File: src/rtl/demux_pkg.sv
// Shared constants, FSM encoding and round-robin search for the 1x4 demux
// feeder and its downstream collector.
package demux_pkg;

    localparam int NCH  = 4;
    localparam int SELW = 2;

    typedef enum logic {
        EMPTY = 1'b0,
        HOLD  = 1'b1
    } state_e;

    // Searches cur+1 .. cur+4 (mod NCH); the descending loop leaves the
    // nearest enabled channel as the final winner. Returns cur if nothing else is enabled.
    function automatic logic [SELW-1:0] next_enabled(input logic [SELW-1:0] cur,
                                                     input logic [NCH-1:0]  en);
        logic [SELW-1:0] idx;
        next_enabled = cur;
        for (int k = NCH; k >= 1; k--) begin
            idx = cur + SELW'(k);
            if (en[idx]) next_enabled = idx;
        end
    endfunction

endpackage

File: src/rtl/rr_next_sel.sv
// Combinational next-enabled-channel search, shared with the downstream collector.
module rr_next_sel
    import demux_pkg::*;
(
    input  logic [SELW-1:0] cur,
    input  logic [NCH-1:0]  en,
    output logic [SELW-1:0] nxt,
    output logic            any
);

    assign nxt = next_enabled(cur, en);
    assign any = |en;

endmodule

File: src/rtl/demux_rr_dispatcher.sv
// Round-robin valid/ready feeder for the 1x4 demux: one-deep registered output
// stage driving select A and Y_data, with bursts, enable skipping and backpressure.
module demux_rr_dispatcher
    import demux_pkg::*;
#(
    parameter int W     = 1,
    parameter int BURST = 1
) (
    input  logic            clk,
    input  logic            rst_n,
    input  logic [W-1:0]    in_data,
    input  logic            in_valid,
    output logic            in_ready,
    input  logic [NCH-1:0]  en,
    input  logic [NCH-1:0]  out_ready,
    output logic [SELW-1:0] A,
    output logic [W-1:0]    Y_data,
    output logic            out_valid,
    output logic            busy
);

    state_e          state;
    logic [7:0]      bcnt;
    logic [SELW-1:0] nxt;
    logic            any_en;
    logic            fire;
    logic            accept;
    logic            last;
    logic            retarget;

    rr_next_sel u_sel (
        .cur (A),
        .en  (en),
        .nxt (nxt),
        .any (any_en)
    );

    assign out_valid = (state == HOLD);
    assign busy      = out_valid;
    assign fire      = out_valid & out_ready[A];
    assign in_ready  = any_en & (!out_valid | fire);
    assign accept    = in_valid & in_ready;
    assign last      = (bcnt == 8'(BURST - 1));
    // Pointer sits on a disabled channel: move off it, whether empty or holding.
    assign retarget  = !fire & any_en & !en[A];

    always_ff @(posedge clk or negedge rst_n) begin
        if (!rst_n) begin
            state  <= EMPTY;
            A      <= '0;
            Y_data <= '0;
            bcnt   <= '0;
        end else begin
            if (fire) begin
                if (last) begin
                    bcnt <= '0;
                    A    <= nxt;
                end else begin
                    bcnt <= bcnt + 8'd1;
                end
            end else if (retarget) begin
                bcnt <= '0;
                A    <= nxt;
            end

            case (state)
                EMPTY: begin
                    if (accept) begin
                        state  <= HOLD;
                        Y_data <= in_data;
                    end
                end
                HOLD: begin
                    if (fire) begin
                        if (accept) Y_data <= in_data;
                        else        state  <= EMPTY;
                    end
                end
                default: state <= EMPTY;
            endcase
        end
    end

endmodule

File: config.mk
export PLATFORM = sky130hd
export DESIGN_NAME = demux_rr_dispatcher
export DESIGN_NICKNAME = d
export VERILOG_FILES = /design/src/rtl/demux_pkg.sv /design/src/rtl/rr_next_sel.sv /design/src/rtl/demux_rr_dispatcher.sv
export SDC_FILE = /design/constraint.sdc
export NUM_CORES = 1
export LEC_CHECK = 0
export ABC_AREA = 1
export CAP_MARGIN = 15
export CORE_MARGIN = 2
export CORE_UTILIZATION = 45
export CTS_CLUSTER_SIZE = 40
export DETAILED_ROUTE_END_ITERATION = 8
export HOLD_SLACK_MARGIN = 0.05
export PLACE_DENSITY = 0.84
export SETUP_SLACK_MARGIN = 0.15
export SLEW_MARGIN = 10
export SYNTH_ARGS = -nofsm -noshare
export SYNTH_HDL_FRONTEND = slang
export SYNTH_SLANG_ARGS = --single-unit
File: constraint.sdc
create_clock -name clk -period 1.53 [get_ports clk]
set_clock_uncertainty 0.15 [all_clocks]
set_input_delay 0.306 -clock clk [delete_from_list [all_inputs] [get_ports clk]]
set_output_delay 0.306 -clock clk [all_outputs]
set_load 0.005 [all_outputs]
==> results of run 1 <==
[cell usage after synthesis (all sizes together)]
master and n:
a21oi 1, nor2 9, nand2 39, a31oi 1, o21bai 1, xor2 3
nor3 2, ha 2, dfrtp 12, buf 3, nand3 19, inv 23
o22ai 3, o21ai 9, nand4 1
[cell families after synthesis]
| group | share of synthesized area |
|---|---|
| AO/OA/AOI/OAI | 0.09415 |
| XOR/XNOR | 0.02996 |
| adder cells (fa/ha/maj) | 0.02853 |
| buffers and inverters | 0.1327 |
| flip-flops | 0.3424 |
| AND/OR/NAND/NOR | 0.3723 |
[routing by layer]
metal	overflow	GRT usage
met4	3	0.6216
met2	4	0.7447
met5	0	0.07500
met3	0	0.2630
met1	0	0.4490
[per-stage QoR]
stage / utilization / cells
floorplan: - / 128
global placement: 0.6765 / 188
detailed placement: 0.6765 / 188
CTS: 0.8351 / 205
[what timing repair did]
item	CTS
setup endpoints to repair	17
gates resized for setup	74
setup buffers	13
pin swaps	12
==> results_dict.tcl, run 1 <==
set metrics [dict create \
    outcome "aborted with a tool error" \
    lastStage "global routing" \
    stop_error "[ERROR GRT-0232] Routing congestion too high. Check the congestion heatmap in the GUI." \
    hpwl_um 1715 \
    synthTopCellsByArea "dfrtp_1, nand2_1, inv_1, nand3_1, nand3_2" \
    postCtsHoldBufs 0 \
    postSynthNetCount 142 \
    grt.overflow.total 7 \
    start_util 0.4919 \
    post-place-ws_ns -0.6232 \
    worstEpCategory "primary output" \
    portBuffers 17 \
    root_buffer "clkbuf_4" \
    gp_congestion 0.8297 \
    cts.sinks 12 \
    die_x_um 48.15 \
    numCtsBuffers 3 \
    worst_endpoint "in_ready" \
    clock_path_buffers 2 \
    yosysTopAreaCell "dfrtp_1" \
    ys.warnings.count 0 \
    post_dp_cell_area_um2 1206 \
    ys_seq_area_frac 0.3424 \
    grt_usage 0.5091 \
    syn_area_per_cell_um2 6.852 \
    grt_max_degree 13 \
    die_y_um 48.15 \
    syn_area_um2 877.1 \
    htree_levels 1 \
    synth.distinct_cells 21 \
    synth_cells 128 \
    synth_top_area_frac 0.3424 \
    synth.ff_latch_count 12 \
    pin_count 18 \
    core.rowCount 15 \
]
==> run 2: changes to the inputs <==
--- a/config.mk
+++ b/config.mk
@@ -7,13 +7,10 @@
 export LEC_CHECK = 0
 export ABC_AREA = 1
 export CAP_MARGIN = 15
-export CORE_MARGIN = 2
-export CORE_UTILIZATION = 45
-export CTS_CLUSTER_SIZE = 40
+export CORE_AREA = 2 2 63 65
 export DETAILED_ROUTE_END_ITERATION = 8
-export HOLD_SLACK_MARGIN = 0.05
-export PLACE_DENSITY = 0.84
-export SETUP_SLACK_MARGIN = 0.15
+export DIE_AREA = 0 0 65 67
+export PLACE_DENSITY_LB_ADDON = 0.15
 export SLEW_MARGIN = 10
 export SYNTH_ARGS = -nofsm -noshare
 export SYNTH_HDL_FRONTEND = slang
==> constraint.sdc (replaced) <==
create_clock -name clk -period 2 [get_ports clk]
set_clock_uncertainty 0.15 [all_clocks]
set_input_delay 0.4 -clock clk [delete_from_list [all_inputs] [get_ports clk]]
set_output_delay 0.4 -clock clk [all_outputs]
set_load 0.005 [all_outputs]
==> run 2 against run 1 <==
The flow now finishes without violations; area after synthesis is the same; synthesized cell count is the same.
==> results_dict.tcl, run 2 <==
set metrics [dict create \
    critPathCaptureType "output pin" \
    period_needed_ns 1.942 \
    min-delay-start "Y_data" \
    numCtsBuffers 3 \
    synthTopCellsByArea "dfrtp_1, nand2_1, inv_1, nand3_1, nand3_2" \
    crit_fanout 10 \
    drive_gt1_frac 0.1950 \
    pin_count 18 \
    portBuffers 17 \
    slew_violations 0 \
    min_period_over_period 0.9710 \
    synth.ff_latch_count 12 \
    largestRegisters "bcnt (8), A (2)" \
    grt.overflow.total 0 \
    fillCellCount 400 \
    finalCoreUtilization 0.3418 \
    gp_congestion 0.7787 \
    antenna_found_initial 0 \
    num_vias 876 \
    min_to "Y_data" \
    drt_iter0_drc 37 \
    die_y_um 67 \
    wirelength_um 2013 \
    arrival_ns 1.39 \
    r2r_start "A[0]" \
    drt-wirelength-per-cell_um 9.725 \
    cp-start-kind "flop" \
    viasPerCell 4.232 \
    timing.setup.tns_ns 0 \
    postCtsHoldBufs 0 \
    clk_latency_ns 0.24 \
    worstHoldPathCells 2 \
    grt_usage 0.1132 \
    start_util 0.2432 \
    crit_required_ns 1.45 \
    cap_violations 0 \
    grt_pass1_wl_um 3746 \
    max_freq_mhz 514.9 \
    syn_area_per_cell_um2 6.852 \
    slew_headroom 0.6285 \
    final_antenna_net_count 0 \
    ys_top_cells_by_count "nand2_1, inv_1, nand3_1, dfrtp_1, nor2_1" \
    htree_levels 1 \
    outcome "completed" \
    yosysTopAreaCell "dfrtp_1" \
    rsz0062_at_grt "false" \
    p_per_area_nw_per_um2 1215 \
    r2r_setup_slack_ns 0.30 \
    multi_input_area_um2 467.9 \
    path_clk_slew_ns 0.05 \
    core.rowCount 22 \
    cts.sinks 12 \
    hpwl_um 1658 \
    die_area_um2 4355 \
    syn_area_um2 877.1 \
    first_global_vias 921 \
    finalInstanceArea_um2 1232 \
    synth-edff-count 0 \
    ys.flop_type "dfrtp_1" \
    drcViolationCount 0 \
    tritoncts "yes" \
    synth-async-reset-ratio 1.000 \
    root_buffer "clkbuf_8" \
    p_leak_nw 0.6295 \
    reg2regPathDepth 10 \
    nets 174 \
    synth_cells 128 \
    finalHoldViolations 0 \
    hp-class "reg2reg" \
    seqCellArea_um2 300.3 \
    layout_commonest_cell "nand2_1" \
    synth_top_area_frac 0.3424 \
    diodes 0 \
    worst_pin_slew_ns 0.5555 \
    core_area_um2 3606 \
    die_x_um 65 \
    largest-register "bcnt" \
    layout_common_cells "nand2_1, inv_1, clkdlybuf4s50_1, nand3_1, buf_4" \
    postSynthNetCount 142 \
    irDropWorstVdd_v 0.0005237 \
    setup_viol 0 \
    firstDrtPassIters 4 \
    clock_path_buffers 2 \
    areaGrowthSynthToFinish_pct 40.51 \
    path_class "reg2out" \
    grt_max_degree 13 \
    ys_seq_area_frac 0.3424 \
    synth_most_common_cell "nand2_1" \
    r2r-end "A[0]" \
    largest_register_ffs 8 \
    post_dp_cell_area_um2 1152 \
    ys.warnings.count 0 \
    synth.distinct_cells 21 \
]
-- run 2: logic make-up (layout without fill, tap and decap cells) --
logic type | after synthesis | after routing | synth area share
xor gates and xnor gates | 3 | 3 | 0.02996
buffers and inverters | 26 | 57 | 0.1327
and+or+nand+nor | 70 | 70 | 0.3723
adders and majority gates | 2 | 2 | 0.02853
DFF | 12 | 12 | 0.3424
AOI/OAI and AO/OA | 15 | 15 | 0.09415
-- run 2: how the worst max path moves through the flow --
stage / start / endpoint / slack, ns / depth (start not counted)
final: A[0] / A[0] / 0.06 / 2
after detailed placement: out_ready[3] / in_ready / -0.34 / 8
after floorplan: A[0] / in_ready / 0.56 / 6
after CTS: out_ready[2] / in_ready / 0.005 / 8
after global routing: A[0] / A[0] / 0.002 / 2
after global placement: out_ready[3] / in_ready / -0.33 / 8
-- run 2: through the flow --
step,hold WS (ns),power [mW],worst slack [ns],std cells
6_report,0.3294,1.497,0.05797,207
2_1_floorplan,-0.04559,0.8780,0.5615,128
3_5_place_dp,0.3222,1.196,-0.3448,200
3_3_place_gp,0.3140,1.192,-0.3266,200
5_1_grt,0.3698,1.654,0.002286,207
4_1_cts,0.3353,1.491,0.005387,205
-- run 2: final cells by class --
type	instances	share of cell area
clock buffer	4	0.04467
multi-input combinational	90	0.3797
inverter	23	0.07005
tap	48	0.04873
timing repair buffer	30	0.2132
sequential	12	0.2437
-- run 2: repair_timing --
item | in CTS | in global routing
endpoints found under the setup margin | 1 | 1
resized for setup | 5 | 3
endpoints found under the hold margin | 0 | 0
buffers inserted | 1 | 2
pin swaps | 1 | 1
-- run 2: layer usage --
layer	up-vias	GRT usage	routed length, µm
met5	-	0	0
met1	383	0.1189	880
met2	16	0.2113	987
met3	5	0.01520	80
met4	0	0.07181	65
li1	472	-	-
-- run 2: report_power, final --
part | internal (mW) | leakage [nW] | total [mW] | switching [mW]
clock network | 0.174 | 0.0288 | 0.266 | 0.0920
logic | 0.435 | 0.441 | 0.889 | 0.454
registers | 0.287 | 0.160 | 0.343 | 0.0554
total | 0.896 | 0.630 | 1.50 | 0.601
-- run 2: critical path, stage by stage, from the launching register on --
cell,delay [ns]
dfrtp_1,0.44
buf_4,0.20
clkdlybuf4s50_1,0.51
No activity file was read; power rests on OpenSTA's default activity.
